==> config.mk <==
export PLATFORM = sky130hd
export DESIGN_NAME = bcd_stopwatch_ctrl
export DESIGN_NICKNAME = d
export VERILOG_FILES = /design/src/rtl/bcd_stopwatch_ctrl.sv
export SDC_FILE = /design/constraint.sdc
export NUM_CORES = 1
export LEC_CHECK = 0
export CAP_MARGIN = 20
export CORE_AREA = 2 2 72 74
export CTS_CLUSTER_DIAMETER = 100
export DETAILED_ROUTE_END_ITERATION = 8
export DIE_AREA = 0 0 74 76
export PLACE_DENSITY = 0.75
export SLEW_MARGIN = 0
export SYNTH_ARGS = -nofsm -noshare
export SYNTH_HDL_FRONTEND = slang
export SYNTH_SLANG_ARGS = --single-unit
==> constraint.sdc <==
create_clock -name clk -period 4.17 [get_ports clk]
set_input_delay 0.834 -clock clk [delete_from_list [all_inputs] [get_ports clk]]
set_output_delay 0.834 -clock clk [all_outputs]
set_load 0.05 [all_outputs]
==> src/rtl/bcd_stopwatch_ctrl.sv <==
// Start/stop/lap/clear stopwatch controller driving a 4-digit BCD count chain.
// Latency: state, count and display all update at the edge that samples a button pulse; tick is combinational.
// Backpressure: none; every high input cycle is one event, and clear is dropped while counting.
//
// Ports:
//   clk         rising-edge clock
//   rst         synchronous active-high reset
//   start_stop  one-cycle pulse, toggles run/pause
//   lap         one-cycle pulse, freezes/releases the display while counting continues
//   clear       one-cycle pulse, zeroes the count (only when idle or paused)
//   digits_out  registered display digits {d3,d2,d1,d0}, d0 least significant
//   running     high while counting (RUN or LAP)
//   tick        high in the cycle the count advances
//   overflow    sticky 9999->0000 wrap flag
module bcd_stopwatch_ctrl #(
    parameter int TICK_DIV = 10,
    parameter int TICK_W   = 4
) (
    input  logic        clk,
    input  logic        rst,
    input  logic        start_stop,
    input  logic        lap,
    input  logic        clear,
    output logic [15:0] digits_out,
    output logic        running,
    output logic        tick,
    output logic        overflow
);

    typedef enum logic [1:0] {
        IDLE  = 2'd0,
        RUN   = 2'd1,
        PAUSE = 2'd2,
        LAP   = 2'd3
    } state_t;

    localparam logic [TICK_W-1:0] PRESC_MAX = TICK_W'(TICK_DIV - 1);

    state_t            state;
    state_t            state_nxt;
    logic [TICK_W-1:0] presc;
    logic [TICK_W-1:0] presc_nxt;
    logic [15:0]       digits;
    logic [15:0]       digits_inc;
    logic [15:0]       digits_nxt;
    logic [15:0]       snap;
    logic [15:0]       snap_nxt;
    logic [15:0]       disp_nxt;
    logic [4:0]        carry;
    logic              ovf_nxt;
    logic              zero_cnt;
    logic              snap_ld;

    // Next-state decode. Priority: start_stop over lap while counting,
    // clear over start_stop while stopped.
    always_comb begin
        state_nxt = state;
        zero_cnt  = 1'b0;
        snap_ld   = 1'b0;
        case (state)
            IDLE: begin
                if (clear) begin
                    zero_cnt = 1'b1;
                end else if (start_stop) begin
                    state_nxt = RUN;
                end
            end
            RUN: begin
                if (start_stop) begin
                    state_nxt = PAUSE;
                end else if (lap) begin
                    state_nxt = LAP;
                    snap_ld   = 1'b1;
                end
            end
            LAP: begin
                if (start_stop) begin
                    state_nxt = PAUSE;
                end else if (lap) begin
                    state_nxt = RUN;
                end
            end
            PAUSE: begin
                if (clear) begin
                    state_nxt = IDLE;
                    zero_cnt  = 1'b1;
                end else if (start_stop) begin
                    state_nxt = RUN;
                end
            end
            default: state_nxt = IDLE;
        endcase
    end

    assign running = (state == RUN) || (state == LAP);
    assign tick    = running && (presc == PRESC_MAX);

    // Ripple carry across the digits: a digit steps only when every lower
    // digit is 9 and a tick is present, wrapping 9->0.
    always_comb begin
        digits_inc = digits;
        carry      = '0;
        carry[0]   = tick;
        for (int k = 0; k < 4; k++) begin
            if (carry[k]) begin
                digits_inc[4*k +: 4] = (digits[4*k +: 4] == 4'd9) ? 4'd0 : digits[4*k +: 4] + 4'd1;
            end
            carry[k+1] = carry[k] && (digits[4*k +: 4] == 4'd9);
        end
    end

    always_comb begin
        presc_nxt  = presc;
        digits_nxt = digits_inc;
        ovf_nxt    = overflow | carry[4];
        if (zero_cnt) begin
            presc_nxt  = '0;
            digits_nxt = '0;
            ovf_nxt    = 1'b0;
        end else if (running) begin
            // Prescaler holds while paused so a resume keeps the partial tick.
            presc_nxt = (presc == PRESC_MAX) ? '0 : presc + TICK_W'(1);
        end
        snap_nxt = snap_ld ? digits : snap;
        // Display is computed from next-state values and registered, so it
        // switches cleanly on the same edge as the state change.
        disp_nxt = (state_nxt == LAP) ? snap_nxt : digits_nxt;
    end

    always_ff @(posedge clk) begin
        if (rst) begin
            state      <= IDLE;
            presc      <= '0;
            digits     <= '0;
            snap       <= '0;
            overflow   <= 1'b0;
            digits_out <= '0;
        end else begin
            state      <= state_nxt;
            presc      <= presc_nxt;
            digits     <= digits_nxt;
            snap       <= snap_nxt;
            overflow   <= ovf_nxt;
            digits_out <= disp_nxt;
        end
    end

endmodule

==> run summary <==
## Status
* **outcome** finished clean

## Clock network
* **deepest clock path buffer count** 2
* **H-Tree Level Count** 2
* **post-cts sizing count** 0
* **Clk Latency, worst-skew pair** 0.32 ns
* **TritonCTS clock tree** built
* **setup fix buffers added after clock tree synthesis** 0
* **CTS sink count** 55
* **clock root buffer master** sky130_fd_sc_hd__clkbuf_8
* **post-cts hold buffer count** 0
* **clock buffer count from CTS** 5
* **clk slew on worst S/H paths** 0.10 ns

## Layout
* **most common cell after layout, fill and taps aside** sky130_fd_sc_hd__dfxtp_1
* **number of nets in the layout** 320
* **post-layout instance area** 2970 um2
* **Final Util** 0.604
* **most frequent cells in the layout** sky130_fd_sc_hd__dfxtp_1, sky130_fd_sc_hd__nand2_1, sky130_fd_sc_hd__nor2_1, sky130_fd_sc_hd__a21oi_1, sky130_fd_sc_hd__clkdlybuf4s50_1
* **fraction of layout cells with a size suffix above 1** 0.0665
* **synthesis-to-layout area growth** 14.1%
* **filler-free cell count of the finished design** 386
* **# diodes** 0

## Worst setup path
* **worst setup slack for register-to-register paths** 2.28 ns
* **Reg2Reg Launch Point** state[0]$_SDFF_PP0_
* **required time worst endpoint** 3.34 ns
* **capture point of the worst reg-to-reg path** digits_out[5]$_SDFF_PP0_
* **CP peak stage delay** 0.84 ns
* **critical path capture point type** primary output
* **endpoint arrival time on the critical path** 2.04 ns
* **type of element launching the critical path** register
* **critical path fanouts, max** 6
* **crit-path cells** nand4b_1, nor2_1, clkdlybuf4s50_1
* **critical path class** reg -> out
* **delay-heaviest family, CP** buffers and inverters
* **cell with the largest stage delay on the worst path** sky130_fd_sc_hd__clkdlybuf4s50_1
* **FF-to-FF path depth** 5
* **WP buf/inv** 1

## Yosys
* **Synth area leaders** sky130_fd_sc_hd__dfxtp_1, sky130_fd_sc_hd__a21oi_1, sky130_fd_sc_hd__nand2_1, sky130_fd_sc_hd__nor2_1, sky130_fd_sc_hd__mux2i_1
* **post-synth top area share** 0.423
* **synthesized cell area** 2600 um2
* **Synth Net Count** 305
* **most common flop cell mapped by yosys** sky130_fd_sc_hd__dfxtp_1
* **number of warnings reported in the yosys synthesis log** 0
* **Distinct cells, synth** 58
* **library cell with the largest summed area after synthesis** sky130_fd_sc_hd__dfxtp_1
* **instance count of the mapped netlist** 300
* **fraction of synthesis flops using an asynchronous set or reset pin** 0
* **flop and latch count out of synthesis** 55
* **Seq/Total Area, Yosys** 0.423
* **number of enable flip-flop cells after synthesis** 0
* **synthesized area per cell** 8.67 um2

## Placed design
* **final RePlAce weighted congestion** 0.838
* **placement-stage cell area** 2850 um2
* **Port Buffer Count** 23
* **total half-perimeter wirelength after legalization and detailed placement** 3900 um
* **worst slack, placed** 1.43 ns
* **Inst Count DP** 378

## Timing
* **minimum period implied by the final worst setup slack** 2.87 ns
* **top achievable clock speed** 348 MHz
* **Tightest Pin Transition** 0.507 ns
* **setup slack of the critical path after layout** 1.30 ns
* **max_slew headroom** 0.661
* **final-report hold violation count** 0
* **unrepaired setup endpoints after global routing** no
* **Setup Skew** 0.00697 ns
* **worst-case hold slack** 0.459 ns
* **period utilisation layout** 0.688
* **Max Slew Vio Count** 0
* **# setup viols final** 0
* **setup TNS** 0 ns

## Detailed routing
* **DRC viols** 0
* **Pre-Repair DR Iteration Count** 4
* **per-cell routed wire length** 14.7 um
* **total wirelength of the detailed-routed design** 5680 um
* **via density per instance** 5.73
* **drt first-iter violations** 124
* **total number of vias** 2211
* **number of nets still failing antenna checks after routing** 0

## Floorplan
* **starting density of the core** 0.529
* **cell row count** 26
* **Core Box Area** 4910 um2
* **Die Outline Area** 5620 um2
* **chip height** 76 um
* **chip width** 74 um
* **I/O pin total** 24

## Min path
* **Hold Path End** snap[1]$_SDFF_PP0_
* **min-delay src** snap[1]$_SDFF_PP0_
* **Hold Path Depth** 2
* **worst min-delay path category** reg -> reg

## Pwr
* **total power draw** 0.937 mW
* **leakage power of the design** 0.966 nW
* **power density over the cells** 316 nW/um2
* **worst voltage drop across the vdd grid** 0.198 mV

## Global routing
* **overall overflow remaining after global route** 0
* **wire length of the first global-routing pass** 9230 um
* **vias in the first global route** 1954
* **number of antenna violations at the first check in global routing** 0
* **maximum number of pins on one net before global-route repair** 31
* **overall routing resource usage** 0.209

## Job
* **Max Cap Viol** 0

[worst register-to-register path, cell delays in order (launching register included)]
cell	delay, ns
sky130_fd_sc_hd__dfxtp_1	0.35
sky130_fd_sc_hd__buf_4	0.20
sky130_fd_sc_hd__and4b_2	0.42
sky130_fd_sc_hd__and3_1	0.43
sky130_fd_sc_hd__mux2i_1	0.29
sky130_fd_sc_hd__o2bb2ai_1	0.09
[kinds of logic (layout without fill, tap and decap cells)]
| kind of cell | count (synthesis) | count (layout) | synth area share |
|---|---|---|---|
| compound gates | 71 | 71 | 0.179 |
| buf+inv | 28 | 44 | 0.0544 |
| xor+xnor | 6 | 6 | 0.0202 |
| mux | 10 | 10 | 0.0395 |
| flops | 55 | 55 | 0.423 |
| simple gates | 130 | 130 | 0.284 |
[sequential cells by signal, summed over array words and instances (netlist names)]
signal	cells
overflow	1
digits_out	16
presc	4
state	2
snap	16
digits	16
[power by group]
part	internal, mW	total (mW)	leakage [nW]	switching (mW)
logic	0.0153	0.0458	0.462	0.0304
registers	0.526	0.528	0.443	0.00166
clock network	0.194	0.364	0.0612	0.169
total	0.736	0.937	0.966	0.202
[Yosys cell counts (2+ instances only)]
master	count
sky130_fd_sc_hd__nor3b_1	3
sky130_fd_sc_hd__o31ai_1	4
sky130_fd_sc_hd__mux2_2	2
sky130_fd_sc_hd__nand4b_1	4
sky130_fd_sc_hd__nor3_1	5
sky130_fd_sc_hd__clkbuf_1	5
sky130_fd_sc_hd__nand2b_1	10
sky130_fd_sc_hd__or4_1	2
sky130_fd_sc_hd__buf_6	2
sky130_fd_sc_hd__xnor2_1	3
sky130_fd_sc_hd__o21ai_0	8
sky130_fd_sc_hd__a22oi_1	2
sky130_fd_sc_hd__nor2_1	26
sky130_fd_sc_hd__buf_4	2
sky130_fd_sc_hd__a211oi_1	3
sky130_fd_sc_hd__o2bb2ai_1	3
sky130_fd_sc_hd__nor4_1	2
sky130_fd_sc_hd__nand2_1	30
sky130_fd_sc_hd__or3_1	6
sky130_fd_sc_hd__nand4_1	5
sky130_fd_sc_hd__nand3b_1	2
sky130_fd_sc_hd__a41oi_1	3
sky130_fd_sc_hd__a31oi_1	2
sky130_fd_sc_hd__nand4bb_1	2
sky130_fd_sc_hd__dfxtp_1	55
sky130_fd_sc_hd__mux2i_1	8
sky130_fd_sc_hd__o22ai_1	2
sky130_fd_sc_hd__nor2b_1	11
sky130_fd_sc_hd__xor2_1	3
sky130_fd_sc_hd__nand3_1	8
sky130_fd_sc_hd__o211ai_1	8
sky130_fd_sc_hd__o311ai_0	2
sky130_fd_sc_hd__a21oi_1	26
sky130_fd_sc_hd__inv_1	7
sky130_fd_sc_hd__buf_2	11
[routing by layer]
layer / vias up / GRT usage / routed length (um) / share of wire
met5: - / 0 / 0 / 0
met4: 0 / 0.0727 / 56 / 0.0099
met3: 5 / 0.0437 / 282 / 0.050
met2: 58 / 0.329 / 2780 / 0.49
met1: 1033 / 0.281 / 2560 / 0.45
li1: 1115 / - / - / -
[worst max path at each step]
stage | to | startpoint | slack (ns) | depth (start not counted)
5_1_grt | tick | presc[0]$_SDFFE_PP0P_ | 1.16 | 3
6_report | tick | presc[0]$_SDFFE_PP0P_ | 1.30 | 3
3_5_place_dp | digits_out[13]$_SDFF_PP0_ | lap | 1.43 | 5
4_1_cts | tick | presc[0]$_SDFFE_PP0P_ | 1.30 | 3
3_3_place_gp | digits_out[14]$_SDFF_PP0_ | lap | 1.49 | 5
2_1_floorplan | tick | presc[2]$_SDFFE_PP0P_ | 2.05 | 2
[layout make-up]
class	count	area (um2)
fillers	451	1950
multi-input cells	217	1360
flip-flops and latches	55	1100
repair buffers	29	275
well taps	70	87.6
clock buffers	6	82.6
clock inverters	2	35.0
inverters	7	26.3
No activity file was read; power rests on OpenSTA's default activity.
